<file path="src/rtl/jtag_dtm_tap_responder.sv">
// RISC-V Debug Transport Module (0.13), target side.
// The JTAG pins are oversampled in the CLK domain. A 16-state TAP controller
// with IDCODE/DTMCS/DMI/BYPASS data registers turns DMI scans into a
// valid/ready request/response exchange with the debug module.
module jtag_dtm_tap_responder #(
  parameter logic [31:0] IDCODE      = 32'h1000_1CFD,
  parameter int unsigned ABITS       = 7,
  parameter int unsigned SYNC_STAGES = 2
) (
  input  logic             CLK,
  input  logic             RESET,
  input  logic             TCK,
  input  logic             TMS,
  input  logic             TDI,
  input  logic             TRST,
  output logic             TDO,
  output logic             DMI_REQ_VALID,
  input  logic             DMI_REQ_READY,
  output logic [ABITS-1:0] DMI_REQ_ADDR,
  output logic [31:0]      DMI_REQ_DATA,
  output logic [1:0]       DMI_REQ_OP,
  input  logic             DMI_RSP_VALID,
  output logic             DMI_RSP_READY,
  input  logic [31:0]      DMI_RSP_DATA,
  input  logic [1:0]       DMI_RSP_OP
);

  localparam int unsigned DMI_W      = ABITS + 34;
  localparam logic [5:0]  ABITS_F    = 6'(ABITS);
  localparam logic [4:0]  IR_IDCODE  = 5'h01;
  localparam logic [4:0]  IR_DTMCS   = 5'h10;
  localparam logic [4:0]  IR_DMI     = 5'h11;

  typedef enum logic [3:0] {
    TEST_LOGIC_RESET, RUN_TEST_IDLE,
    SELECT_DR, CAPTURE_DR, SHIFT_DR, EXIT1_DR, PAUSE_DR, EXIT2_DR, UPDATE_DR,
    SELECT_IR, CAPTURE_IR, SHIFT_IR, EXIT1_IR, PAUSE_IR, EXIT2_IR, UPDATE_IR
  } tap_state_t;

  typedef enum logic [1:0] {SEL_IDCODE, SEL_DTMCS, SEL_DMI, SEL_BYPASS} dr_sel_t;

  // ---------------------------------------------------------------------------
  // Input synchronisers and TCK edge detection
  // ---------------------------------------------------------------------------
  logic [SYNC_STAGES-1:0] tck_sync, tms_sync, tdi_sync, trst_sync;
  logic tck_q;
  logic tck_s, tms_s, tdi_s, trst_s;
  logic rise, fall, tap_rst;

  // Shift the raw JTAG pins through the synchroniser chains
  always_ff @(posedge CLK) begin
    if (RESET) begin
      tck_sync  <= '0;
      tms_sync  <= '0;
      tdi_sync  <= '0;
      trst_sync <= '0;
      tck_q     <= 1'b0;
    end else begin
      tck_sync[0]  <= TCK;
      tms_sync[0]  <= TMS;
      tdi_sync[0]  <= TDI;
      trst_sync[0] <= TRST;
      for (int unsigned i = 1; i < SYNC_STAGES; i++) begin
        tck_sync[i]  <= tck_sync[i-1];
        tms_sync[i]  <= tms_sync[i-1];
        tdi_sync[i]  <= tdi_sync[i-1];
        trst_sync[i] <= trst_sync[i-1];
      end
      tck_q <= tck_s;
    end
  end

  assign tck_s   = tck_sync[SYNC_STAGES-1];
  assign tms_s   = tms_sync[SYNC_STAGES-1];
  assign tdi_s   = tdi_sync[SYNC_STAGES-1];
  assign trst_s  = trst_sync[SYNC_STAGES-1];
  assign rise    = tck_s & ~tck_q;
  assign fall    = ~tck_s & tck_q;
  assign tap_rst = RESET | trst_s;

  // ---------------------------------------------------------------------------
  // TAP controller
  // ---------------------------------------------------------------------------
  tap_state_t state, state_nxt;
  logic capture_dr, shift_dr, update_dr, capture_ir, shift_ir, update_ir;

  // State register, advanced on each synchronised TCK rise
  always_ff @(posedge CLK) begin
    if (tap_rst) begin
      state <= TEST_LOGIC_RESET;
    end else if (rise) begin
      state <= state_nxt;
    end
  end

  // Standard TAP transition table driven by the synchronised TMS
  always_comb begin
    state_nxt = state;
    unique case (state)
      TEST_LOGIC_RESET: state_nxt = tms_s ? TEST_LOGIC_RESET : RUN_TEST_IDLE;
      RUN_TEST_IDLE:    state_nxt = tms_s ? SELECT_DR : RUN_TEST_IDLE;
      SELECT_DR:        state_nxt = tms_s ? SELECT_IR : CAPTURE_DR;
      CAPTURE_DR:       state_nxt = tms_s ? EXIT1_DR : SHIFT_DR;
      SHIFT_DR:         state_nxt = tms_s ? EXIT1_DR : SHIFT_DR;
      EXIT1_DR:         state_nxt = tms_s ? UPDATE_DR : PAUSE_DR;
      PAUSE_DR:         state_nxt = tms_s ? EXIT2_DR : PAUSE_DR;
      EXIT2_DR:         state_nxt = tms_s ? UPDATE_DR : SHIFT_DR;
      UPDATE_DR:        state_nxt = tms_s ? SELECT_DR : RUN_TEST_IDLE;
      SELECT_IR:        state_nxt = tms_s ? TEST_LOGIC_RESET : CAPTURE_IR;
      CAPTURE_IR:       state_nxt = tms_s ? EXIT1_IR : SHIFT_IR;
      SHIFT_IR:         state_nxt = tms_s ? EXIT1_IR : SHIFT_IR;
      EXIT1_IR:         state_nxt = tms_s ? UPDATE_IR : PAUSE_IR;
      PAUSE_IR:         state_nxt = tms_s ? EXIT2_IR : PAUSE_IR;
      EXIT2_IR:         state_nxt = tms_s ? UPDATE_IR : SHIFT_IR;
      UPDATE_IR:        state_nxt = tms_s ? SELECT_DR : RUN_TEST_IDLE;
      default:          state_nxt = TEST_LOGIC_RESET;
    endcase
  end

  // One-CLK action strobes, fired on the rise that leaves each state
  always_comb begin
    capture_dr = 1'b0;
    shift_dr   = 1'b0;
    update_dr  = 1'b0;
    capture_ir = 1'b0;
    shift_ir   = 1'b0;
    update_ir  = 1'b0;
    if (rise) begin
      case (state)
        CAPTURE_DR: capture_dr = 1'b1;
        SHIFT_DR:   shift_dr   = 1'b1;
        UPDATE_DR:  update_dr  = 1'b1;
        CAPTURE_IR: capture_ir = 1'b1;
        SHIFT_IR:   shift_ir   = 1'b1;
        UPDATE_IR:  update_ir  = 1'b1;
        default: ;
      endcase
    end
  end

  // ---------------------------------------------------------------------------
  // Instruction register
  // ---------------------------------------------------------------------------
  logic [4:0] ir_sr, ir;
  dr_sel_t    dr_sel;

  // IR shift stage and latched instruction
  always_ff @(posedge CLK) begin
    if (tap_rst) begin
      ir_sr <= '0;
      ir    <= IR_IDCODE;
    end else begin
      if (capture_ir) ir_sr <= 5'b00001;
      if (shift_ir)   ir_sr <= {tdi_s, ir_sr[4:1]};
      if (state == TEST_LOGIC_RESET) ir <= IR_IDCODE;
      else if (update_ir)            ir <= ir_sr;
    end
  end

  // Map the instruction onto a data register
  always_comb begin
    dr_sel = SEL_BYPASS;
    case (ir)
      IR_IDCODE: dr_sel = SEL_IDCODE;
      IR_DTMCS:  dr_sel = SEL_DTMCS;
      IR_DMI:    dr_sel = SEL_DMI;
      default:   dr_sel = SEL_BYPASS;
    endcase
  end

  // ---------------------------------------------------------------------------
  // DMI transaction state
  // ---------------------------------------------------------------------------
  logic             req_valid, rsp_ready, busy;
  logic [ABITS-1:0] req_addr, last_addr;
  logic [31:0]      req_data, rsp_data;
  logic [1:0]       req_op, sticky, sticky_nxt;
  logic             rsp_hs, dtmcs_update, dmi_update_req;
  logic [31:0]      dtmcs_cap, cap_rsp_data;
  logic [1:0]       cap_status;
  logic [DMI_W-1:0] dr_sr;

  assign rsp_hs         = DMI_RSP_VALID & rsp_ready;
  assign dtmcs_update   = update_dr && (dr_sel == SEL_DTMCS);
  assign dmi_update_req = update_dr && (dr_sel == SEL_DMI) &&
                          (dr_sr[1:0] == 2'd1 || dr_sr[1:0] == 2'd2);

  // Sticky error status; a busy collision outranks a failed response
  always_comb begin
    sticky_nxt = sticky;
    if (rsp_hs && DMI_RSP_OP != 2'd0 && sticky != 2'd3) sticky_nxt = 2'd2;
    if (dtmcs_update && (dr_sr[16] || dr_sr[17]))       sticky_nxt = 2'd0;
    if (dmi_update_req && busy)                         sticky_nxt = 2'd3;
  end

  // Capture view reflects a response handshake landing in the same CLK
  always_comb begin
    cap_rsp_data = rsp_hs ? DMI_RSP_DATA : rsp_data;
    cap_status   = (busy && !rsp_hs) ? 2'd3 : sticky_nxt;
    dtmcs_cap    = {14'b0, 1'b0, 1'b0, 1'b0, 3'd1, sticky, ABITS_F, 4'd1};
  end

  // ---------------------------------------------------------------------------
  // Data register shift stage
  // ---------------------------------------------------------------------------
  // Capture and shift the selected DR; shorter registers use the low bits
  always_ff @(posedge CLK) begin
    if (tap_rst) begin
      dr_sr <= '0;
    end else if (capture_dr) begin
      case (dr_sel)
        SEL_IDCODE: dr_sr <= DMI_W'(IDCODE);
        SEL_DTMCS:  dr_sr <= DMI_W'(dtmcs_cap);
        SEL_DMI:    dr_sr <= {last_addr, cap_rsp_data, cap_status};
        default:    dr_sr <= '0;
      endcase
    end else if (shift_dr) begin
      case (dr_sel)
        SEL_DMI:    dr_sr <= {tdi_s, dr_sr[DMI_W-1:1]};
        SEL_BYPASS: dr_sr <= DMI_W'(tdi_s);
        default:    dr_sr <= DMI_W'({tdi_s, dr_sr[31:1]});
      endcase
    end
  end

  // TDO updates on TCK fall only while shifting
  always_ff @(posedge CLK) begin
    if (tap_rst) begin
      TDO <= 1'b0;
    end else if (fall) begin
      if (state == SHIFT_IR)      TDO <= ir_sr[0];
      else if (state == SHIFT_DR) TDO <= dr_sr[0];
    end
  end

  // Request/response handshake with the debug module
  always_ff @(posedge CLK) begin
    if (tap_rst) begin
      req_valid <= 1'b0;
      rsp_ready <= 1'b0;
      busy      <= 1'b0;
      sticky    <= '0;
      if (RESET) begin
        req_addr  <= '0;
        req_data  <= '0;
        req_op    <= '0;
        last_addr <= '0;
        rsp_data  <= '0;
      end
    end else begin
      sticky <= sticky_nxt;
      if (req_valid && DMI_REQ_READY) begin
        req_valid <= 1'b0;
        rsp_ready <= 1'b1;
      end
      if (rsp_hs) begin
        rsp_data  <= DMI_RSP_DATA;
        rsp_ready <= 1'b0;
        busy      <= 1'b0;
      end
      // Hard reset drops the transaction; deasserting ready discards any late response
      if (dtmcs_update && dr_sr[17]) begin
        req_valid <= 1'b0;
        rsp_ready <= 1'b0;
        busy      <= 1'b0;
      end
      if (dmi_update_req && !busy && sticky == 2'd0) begin
        req_addr  <= dr_sr[DMI_W-1:34];
        req_data  <= dr_sr[33:2];
        req_op    <= dr_sr[1:0];
        last_addr <= dr_sr[DMI_W-1:34];
        req_valid <= 1'b1;
        busy      <= 1'b1;
      end
    end
  end

  assign DMI_REQ_VALID = req_valid;
  assign DMI_REQ_ADDR  = req_addr;
  assign DMI_REQ_DATA  = req_data;
  assign DMI_REQ_OP    = req_op;
  assign DMI_RSP_READY = rsp_ready;

endmodule

</file>
<file path="config.mk">
export PLATFORM = sky130hd
export DESIGN_NAME = jtag_dtm_tap_responder
export DESIGN_NICKNAME = d
export VERILOG_FILES = /design/src/rtl/jtag_dtm_tap_responder.sv
export SDC_FILE = /design/constraint.sdc
export NUM_CORES = 1
export LEC_CHECK = 0
export CORE_MARGIN = 2
export CORE_UTILIZATION = 29
export DETAILED_ROUTE_END_ITERATION = 10
export GPL_TIMING_DRIVEN = 0
export PLACE_DENSITY = 0.48
export SLEW_MARGIN = 20
export SYNTH_ARGS = -nofsm -noshare
export SYNTH_HDL_FRONTEND = slang
export SYNTH_SLANG_ARGS = --single-unit
</file>
<file path="constraint.sdc">
create_clock -name CLK -period 5.2 [get_ports CLK]
set_clock_uncertainty 0.15 [all_clocks]
set_input_delay 1.04 -clock CLK [delete_from_list [all_inputs] [get_ports CLK]]
set_output_delay 1.04 -clock CLK [all_outputs]
set_load 0.02 [all_outputs]
</file>
==> results of run 1 <==
kinds of logic after synthesis:
kind of cell    count (synthesis)  share of synthesized area (%)
xor+xnor                        1                          0.143
compound gates                133                           13.5
buf+inv                        44                           2.91
mux                            45                           7.35
simple gates                  210                           17.5
flops                         143                           58.5
power groups by stage:
stage	registers (mW)	clock network (mW)	logic (mW)
2_1_floorplan	1.26	0	0.0492
3_3_place_gp	1.25	0	0.144
3_5_place_dp	1.24	0	0.148
4_1_cts	1.22	1.34	0.148
5_1_grt	1.22	1.39	0.158
6_report	1.22	1.32	0.146
layer usage:
| metal | up-vias | global-route usage [%] |
|---|---|---|
| li1 | 2288 | - |
| met2 | 131 | 22.5 |
| met5 | - | 0 |
| met3 | 13 | 3.32 |
| met1 | 2208 | 22.5 |
| met4 | 0 | 4.62 |
stage by stage:
| step | instances | utilization, % | instance area [µm²] | setup WS (ns) |
|---|---|---|---|---|
| after floorplan | 576 | - | 6140 | 1.22 |
| after global placement | 936 | 35.1 | 7340 | 0.0496 |
| after detailed placement | 938 | 35.4 | 7390 | 1.64 |
| after CTS | 970 | 38.4 | 8030 | 2.09 |
| after global routing | 970 | 38.4 | 8030 | 1.92 |
| final | 970 | 38.4 | 8030 | 2.08 |
worst max-delay path, delay by kind of cell:
| family | cells | cell delay [ns] |
|---|---|---|
| buffers and inverters | 4 | 1.84 |
| and+or+nand+nor | 2 | 0.25 |
sequential cells by signal, summed over array words and instances (netlist names):
signal,count
dr_sr,41
DMI_REQ_DATA,32
last_addr,7
busy,1
DMI_REQ_OP,2
ir_sr,5
tdi_sync,2
trst_sync,2
tms_sync,2
DMI_REQ_VALID,1
tck_q,1
sticky,2
ir,5
tck_sync,2
state,4
TDO,1
rsp_data,32
DMI_RSP_READY,1
cell usage after synthesis, types with 3 or more instances:
cell       instances
nand2b_1           7
nor2b_1           12
a2bb2oi_1         19
nand2_1           58
o21ai_0           40
nand3b_1           5
a21boi_0           3
o211ai_1           3
inv_1              5
nor2_1            54
dfxtp_1           70
and3_1             3
or3_1              3
buf_2              5
a31oi_1           13
nand3_1            7
edfxtp_1          73
and2_1            40
mux2i_1           44
nor3_1             7
a21oi_1           32
o21ai_1            6
clkbuf_1          32
worst paths after layout:
check	end	start	slack, ns	cells after the start
min	tck_sync[1]	tck_sync[0]	0.31	1
max reg2reg	DMI_REQ_DATA[18]	state[3]	2.29	6
min reg2reg	tck_sync[1]	tck_sync[0]	0.31	1
max	rsp_data[2]	RESET	2.08	6
layout make-up:
class | count | area, µm² | share of cell area [%]
plain buffers | 39 | 160 | 2.00
repair buffers | 87 | 891 | 11.1
well taps | 275 | 344 | 4.29
inverters | 5 | 18.8 | 0.234
clock buffers | 17 | 425 | 5.30
clock inverters | 15 | 210 | 2.62
multi-input cells | 389 | 2380 | 29.7
flip-flops and latches | 143 | 3590 | 44.8
==> reports/metrics.csv, run 1 <==
metric,value,unit
number of buffers created by CTS,17,
layout cell share with drive strength beyond 1,7.19,%
"Seq/Total Area, Yosys",58.5,%
combinational power share,5.4,%
unrepaired setup endpoints after global routing,false,
"Max FO, Critical Path",10,
Hold Path Class,reg2reg,
# fillers,2051,
Setup CP Type,in2reg,
Bufs on Longest Clock Path,2,
internal power,2.09,mW
average vias per placed instance,4.78,
DRC,0,
max frequency,321,MHz
Initial DRC Count,308,
vias in the first global route,4664,
sequential share of power,45.4,%
routed wl met3,771,µm
"FF+latch count, synth",143,
largest area contributor in the netlist,edfxtp_1,
Sinks on Clock Net,143,
die height,150,µm
part of the cycle the worst path needs,60.0,%
count of input and output buffers,85,
global route total overflow,0,
slowest library cell on the worst path,clkdlybuf4s50_1,
Max H-tree Level,4,
top post-synthesis cells by area,"edfxtp_1 (36%), dfxtp_1 (23%), mux2i_1 (7.2%), and2_1 (4.1%), nand2_1 (3.5%)",
Peak VDD IR,0.208,mV
Synth Flop Type,edfxtp_1,
"Clk pin slew, worst setup/hold paths",0.06,ns
Final Hold Vio Count,0,
Worst Tran Pin Value,0.918,ns
met1 wire length,8370,µm
routability cong.,0.883,
Yosys warning total,0,
Worst slew margin,38.8,%
Via Count,4640,
CP Capture Type,flop,
outcome,"finished, final reports clean",
final setup fails,0,
Die X,150,µm
largest stage delay on the critical path,0.55,ns
Starting Density,29.4,%
area grow syn2layout,30.7,%
WHS,0.307,ns
most frequent CP cell,clkbuf_1,
Leak,2.92,nW
"most common cell after layout, fill and taps aside",clkdlybuf4s50_1,
clock power share,49.2,%
minimum clock period,3.12,ns
CTS tree,yes,
Pwr per Cell Area,335,nW/µm²
critical-path cell list,clkdlybuf4s50_1 > or2_2 > clkbuf_1 > clkbuf_1 > clkbuf_1 > nor2_1,
post-cts resize count,0,
Net Sw Power,0.599,mW
"Arr. time, crit path",3.13,ns
GR Util All Layers,15.3,%
CP Data Required Time,5.21,ns
WL met2,7100,µm
Routed Antenna Nets,0,
total nets after synthesis,618,
power consumption,2.69,mW
CP Launch Type,input pin,
row count,53,
initial antenna violation count,0,
Max-Cap Viols,0,
post-CTS setup buffer count,0,
syn avg cell area,10.7,µm²
die area,22400,µm²
most frequent cells in the layout,"clkdlybuf4s50_1 (85), edfxtp_1 (73), dfxtp_1 (70)",
Sw Share,22.3,%
diode count,0,
core area,20900,µm²
Final #Nets,724,
Synth cell types,52,
number of flops mapped to enable cells by yosys,73,
Yosys top cell area share,35.7,%
Syn Inst Count,576,
post-DR wirelength/cell,16.9,µm
post-cts hold buffer count,0,
first-pass GRT wire length,26200,µm
total routed wirelength,16400,µm
Worst-Skew Late Latency,0.42,ns
top layer in use,met4,
Synth Cell Area,6140,µm²
largest net degree at the start of global routing,31,
I/O pin count,86,
Post-synth ARST share,0,%
setup TNS,0,ns
First-pass DRT Iterations,5,
Slew Limit Fails,0,
Root Buffer,clkbuf_16,
Post-DP HPWL,12200,µm
Note: power is estimated with default switching activity, not from simulation.
==> run 2: changes to the inputs <==
--- a/config.mk
+++ b/config.mk
@@ -9,7 +9,7 @@
 export CORE_UTILIZATION = 29
 export DETAILED_ROUTE_END_ITERATION = 10
 export GPL_TIMING_DRIVEN = 0
-export PLACE_DENSITY = 0.48
+export PLACE_DENSITY = 0.49
 export SLEW_MARGIN = 20
 export SYNTH_ARGS = -nofsm -noshare
 export SYNTH_HDL_FRONTEND = slang
==> constraint.sdc (replaced) <==
create_clock -name CLK -period 2.5 [get_ports CLK]
set_clock_uncertainty 0.15 [all_clocks]
set_input_delay 0.5 -clock CLK [delete_from_list [all_inputs] [get_ports CLK]]
set_output_delay 0.5 -clock CLK [all_outputs]
set_load 0.02 [all_outputs]
==> run 2 against run 1 <==
Against the previous run: count of clock-buffer cells in the layout increased by 4; non-clock buffer count is 8 higher; critical path depth is 1 higher; utilization increased by 0.41 points; highest routed layer unchanged.
==> reports/metrics.csv, run 2 (synthesized netlist as in run 1, its figures left out) <==
metric,value,unit,change
most frequent CP cell,buf_16,,
Root Buffer,clkbuf_16,,
final cell area excluding filler cells,8110,µm²,+1.1%
met2 usage,21.9,%,-0.62 points
routability cong.,0.869,,-1.6%
clock power share,47.2,%,-2.0 points
post-cts hold buffer count,0,,unchanged
average vias per placed instance,4.78,,about the same
sequential share of power,46.9,%,+1.5 points
critical-path cell list,buf_4 > or4b_4 > nor4_4 > nand2_2 > o21bai_4 > buf_16 > buf_16,,
"Max FO, Critical Path",19,,+9
count of input and output buffers,85,,unchanged
Post-DP HPWL,12200,µm,about the same
number of buffers created by CTS,17,,unchanged
final setup fails,0,,unchanged
CP Capture Type,flop,,
Worst Tran Pin Value,0.882,ns,-0.0364 ns
Buf/Inv on CP,3,,-1
"most common cell after layout, fill and taps aside",clkdlybuf4s50_1,,
Max-Cap Viols,0,,unchanged
Worst-Skew Late Latency,0.42,ns,about the same
diode count,0,,unchanged
I/O pin count,86,,unchanged
WHS,0.300,ns,-0.00688 ns
max frequency,424,MHz,
row count,53,,unchanged
DRC,0,,unchanged
Initial DRC Count,375,,+22%
Setup CP Type,reg2reg,,
GR Util All Layers,15.4,%,+0.067 points
Bufs on Longest Clock Path,2,,unchanged
combinational power share,6.0,%,+0.6 points
area grow syn2layout,32.1,%,
unrepaired setup endpoints after global routing,true,,
met3 Usage GRT,3.75,%,+0.43 points
post-DR wirelength/cell,16.8,µm,-1.0%
post-placement cell count,939,,+0.11%
most frequent cells in the layout,"clkdlybuf4s50_1 (85), edfxtp_1 (73), dfxtp_1 (69)",,
Leak,2.98,nW,+2.2%
Die X,150,µm,unchanged
crit-path leading delay family,simple AND/OR/NAND/NOR gates,,
Via Count,4674,,+0.73%
layout cell share with drive strength beyond 1,8.96,%,+1.8 points
"Arr. time, crit path",2.34,ns,-0.79 ns
die height,150,µm,unchanged
GR Util met1,23.1,%,+0.60 points
core area,20900,µm²,unchanged
gr busiest metal,met1,,
Final #Nets,732,,+1.1%
vias in the first global route,4472,,-4.1%
largest stage delay on the critical path,0.50,ns,-0.05 ns
Starting Density,29.4,%,unchanged
Max H-tree Level,4,,unchanged
first-pass GRT wire length,25900,µm,-1.2%
die area,22400,µm²,unchanged
part of the cycle the worst path needs,94.4,%,
post-place instance area,7430,µm²,+0.56%
max FFs per register,41,,unchanged
final std cells w/o fill,978,,+0.82%
Final Core Density,38.8,%,+0.41 points
CTS tree,yes,,
Largest Register,dr_sr,,
CP Data Required Time,2.48,ns,-2.73 ns
Net Sw Power,1.15,mW,+93%
"Clk pin slew, worst setup/hold paths",0.06,ns,about the same
Hold Path Class,reg2reg,,
outcome,"finished, final reports clean",,
largest net degree at the start of global routing,31,,unchanged
global route total overflow,0,,unchanged
Final Hold Vio Count,0,,unchanged
Routed Antenna Nets,0,,unchanged
initial antenna violation count,0,,unchanged
Peak VDD IR,0.457,mV,+120%
Worst slew margin,41.2,%,+2.4 points
internal power,4.26,mW,+100%
CP Launch Type,flop,,
slowest library cell on the worst path,or4b_4,,
First-pass DRT Iterations,5,,unchanged
Slew Limit Fails,0,,unchanged
Sw Share,21.3,%,-1.0 points
Pwr per Cell Area,668,nW/µm²,+100%
total routed wirelength,16400,µm,-0.20%
minimum clock period,2.36,ns,
Sinks on Clock Net,143,,unchanged
[run 2: what timing repair did]
item / CTS / global route
buffers inserted: 6 / 1
endpoints found under the setup margin: 28 / 65
gates resized for setup: 1 / 6
pin swaps: 3 / 2
cloned: 1 / 0
[run 2: metal layers]
metal	wire length, µm	vias to the layer above
li1	-	2301
met1	8350	2241
met2	7100	118
met3	780	14
met4	171	0
met5	0	-
[run 2: through the flow]
| step | total power [mW] | setup slack, ns | setup TNS [ns] |
|---|---|---|---|
| 6_report | 5.42 | 0.141 | 0 |
| 4_1_cts | 5.47 | 0.0336 | 0 |
| 2_1_floorplan | 2.72 | -0.00947 | -0.388 |
| 3_5_place_dp | 2.90 | -0.524 | -19.21 |
| 3_3_place_gp | 2.89 | -0.734 | -61.54 |
| 5_1_grt | 5.59 | -0.0258 | -0.0650 |
[run 2: worst reg2reg max path, stage by stage (launching register included)]
cell and delay (ns):
dfxtp_1 0.30, buf_4 0.17, or4b_4 0.50, nor4_4 0.21, nand2_2 0.16, o21bai_4 0.26, buf_16 0.16, buf_16 0.15
[run 2: area by class of cell]
class	count	area [µm²]
repair buffers	96	1010
plain buffers	38	164
flip-flops and latches	143	3590
fillers	2045	12800
clock buffers	21	450
clock inverters	11	141
inverters	5	18.8
well taps	275	344
multi-input cells	389	2390
[run 2: power groups by stage]
stage | Combinational, mW | Clock [mW] | Sequential, mW
after floorplan | 0.104 | 0 | 2.61
after global placement | 0.299 | 0 | 2.59
after detailed placement | 0.315 | 0 | 2.59
after CTS | 0.328 | 2.61 | 2.54
after global routing | 0.349 | 2.70 | 2.54
final | 0.324 | 2.55 | 2.54
[run 2: path summary, 6_finish.rpt]
check	startpoint	cells after the start	endpoint	slack [ns]
setup / recovery	state[3]	7	DMI_REQ_DATA[11]	0.14
hold / removal	tdi_sync[0]	1	tdi_sync[1]	0.30
setup reg to reg	state[3]	7	DMI_REQ_DATA[11]	0.14
hold reg to reg	tdi_sync[0]	1	tdi_sync[1]	0.30
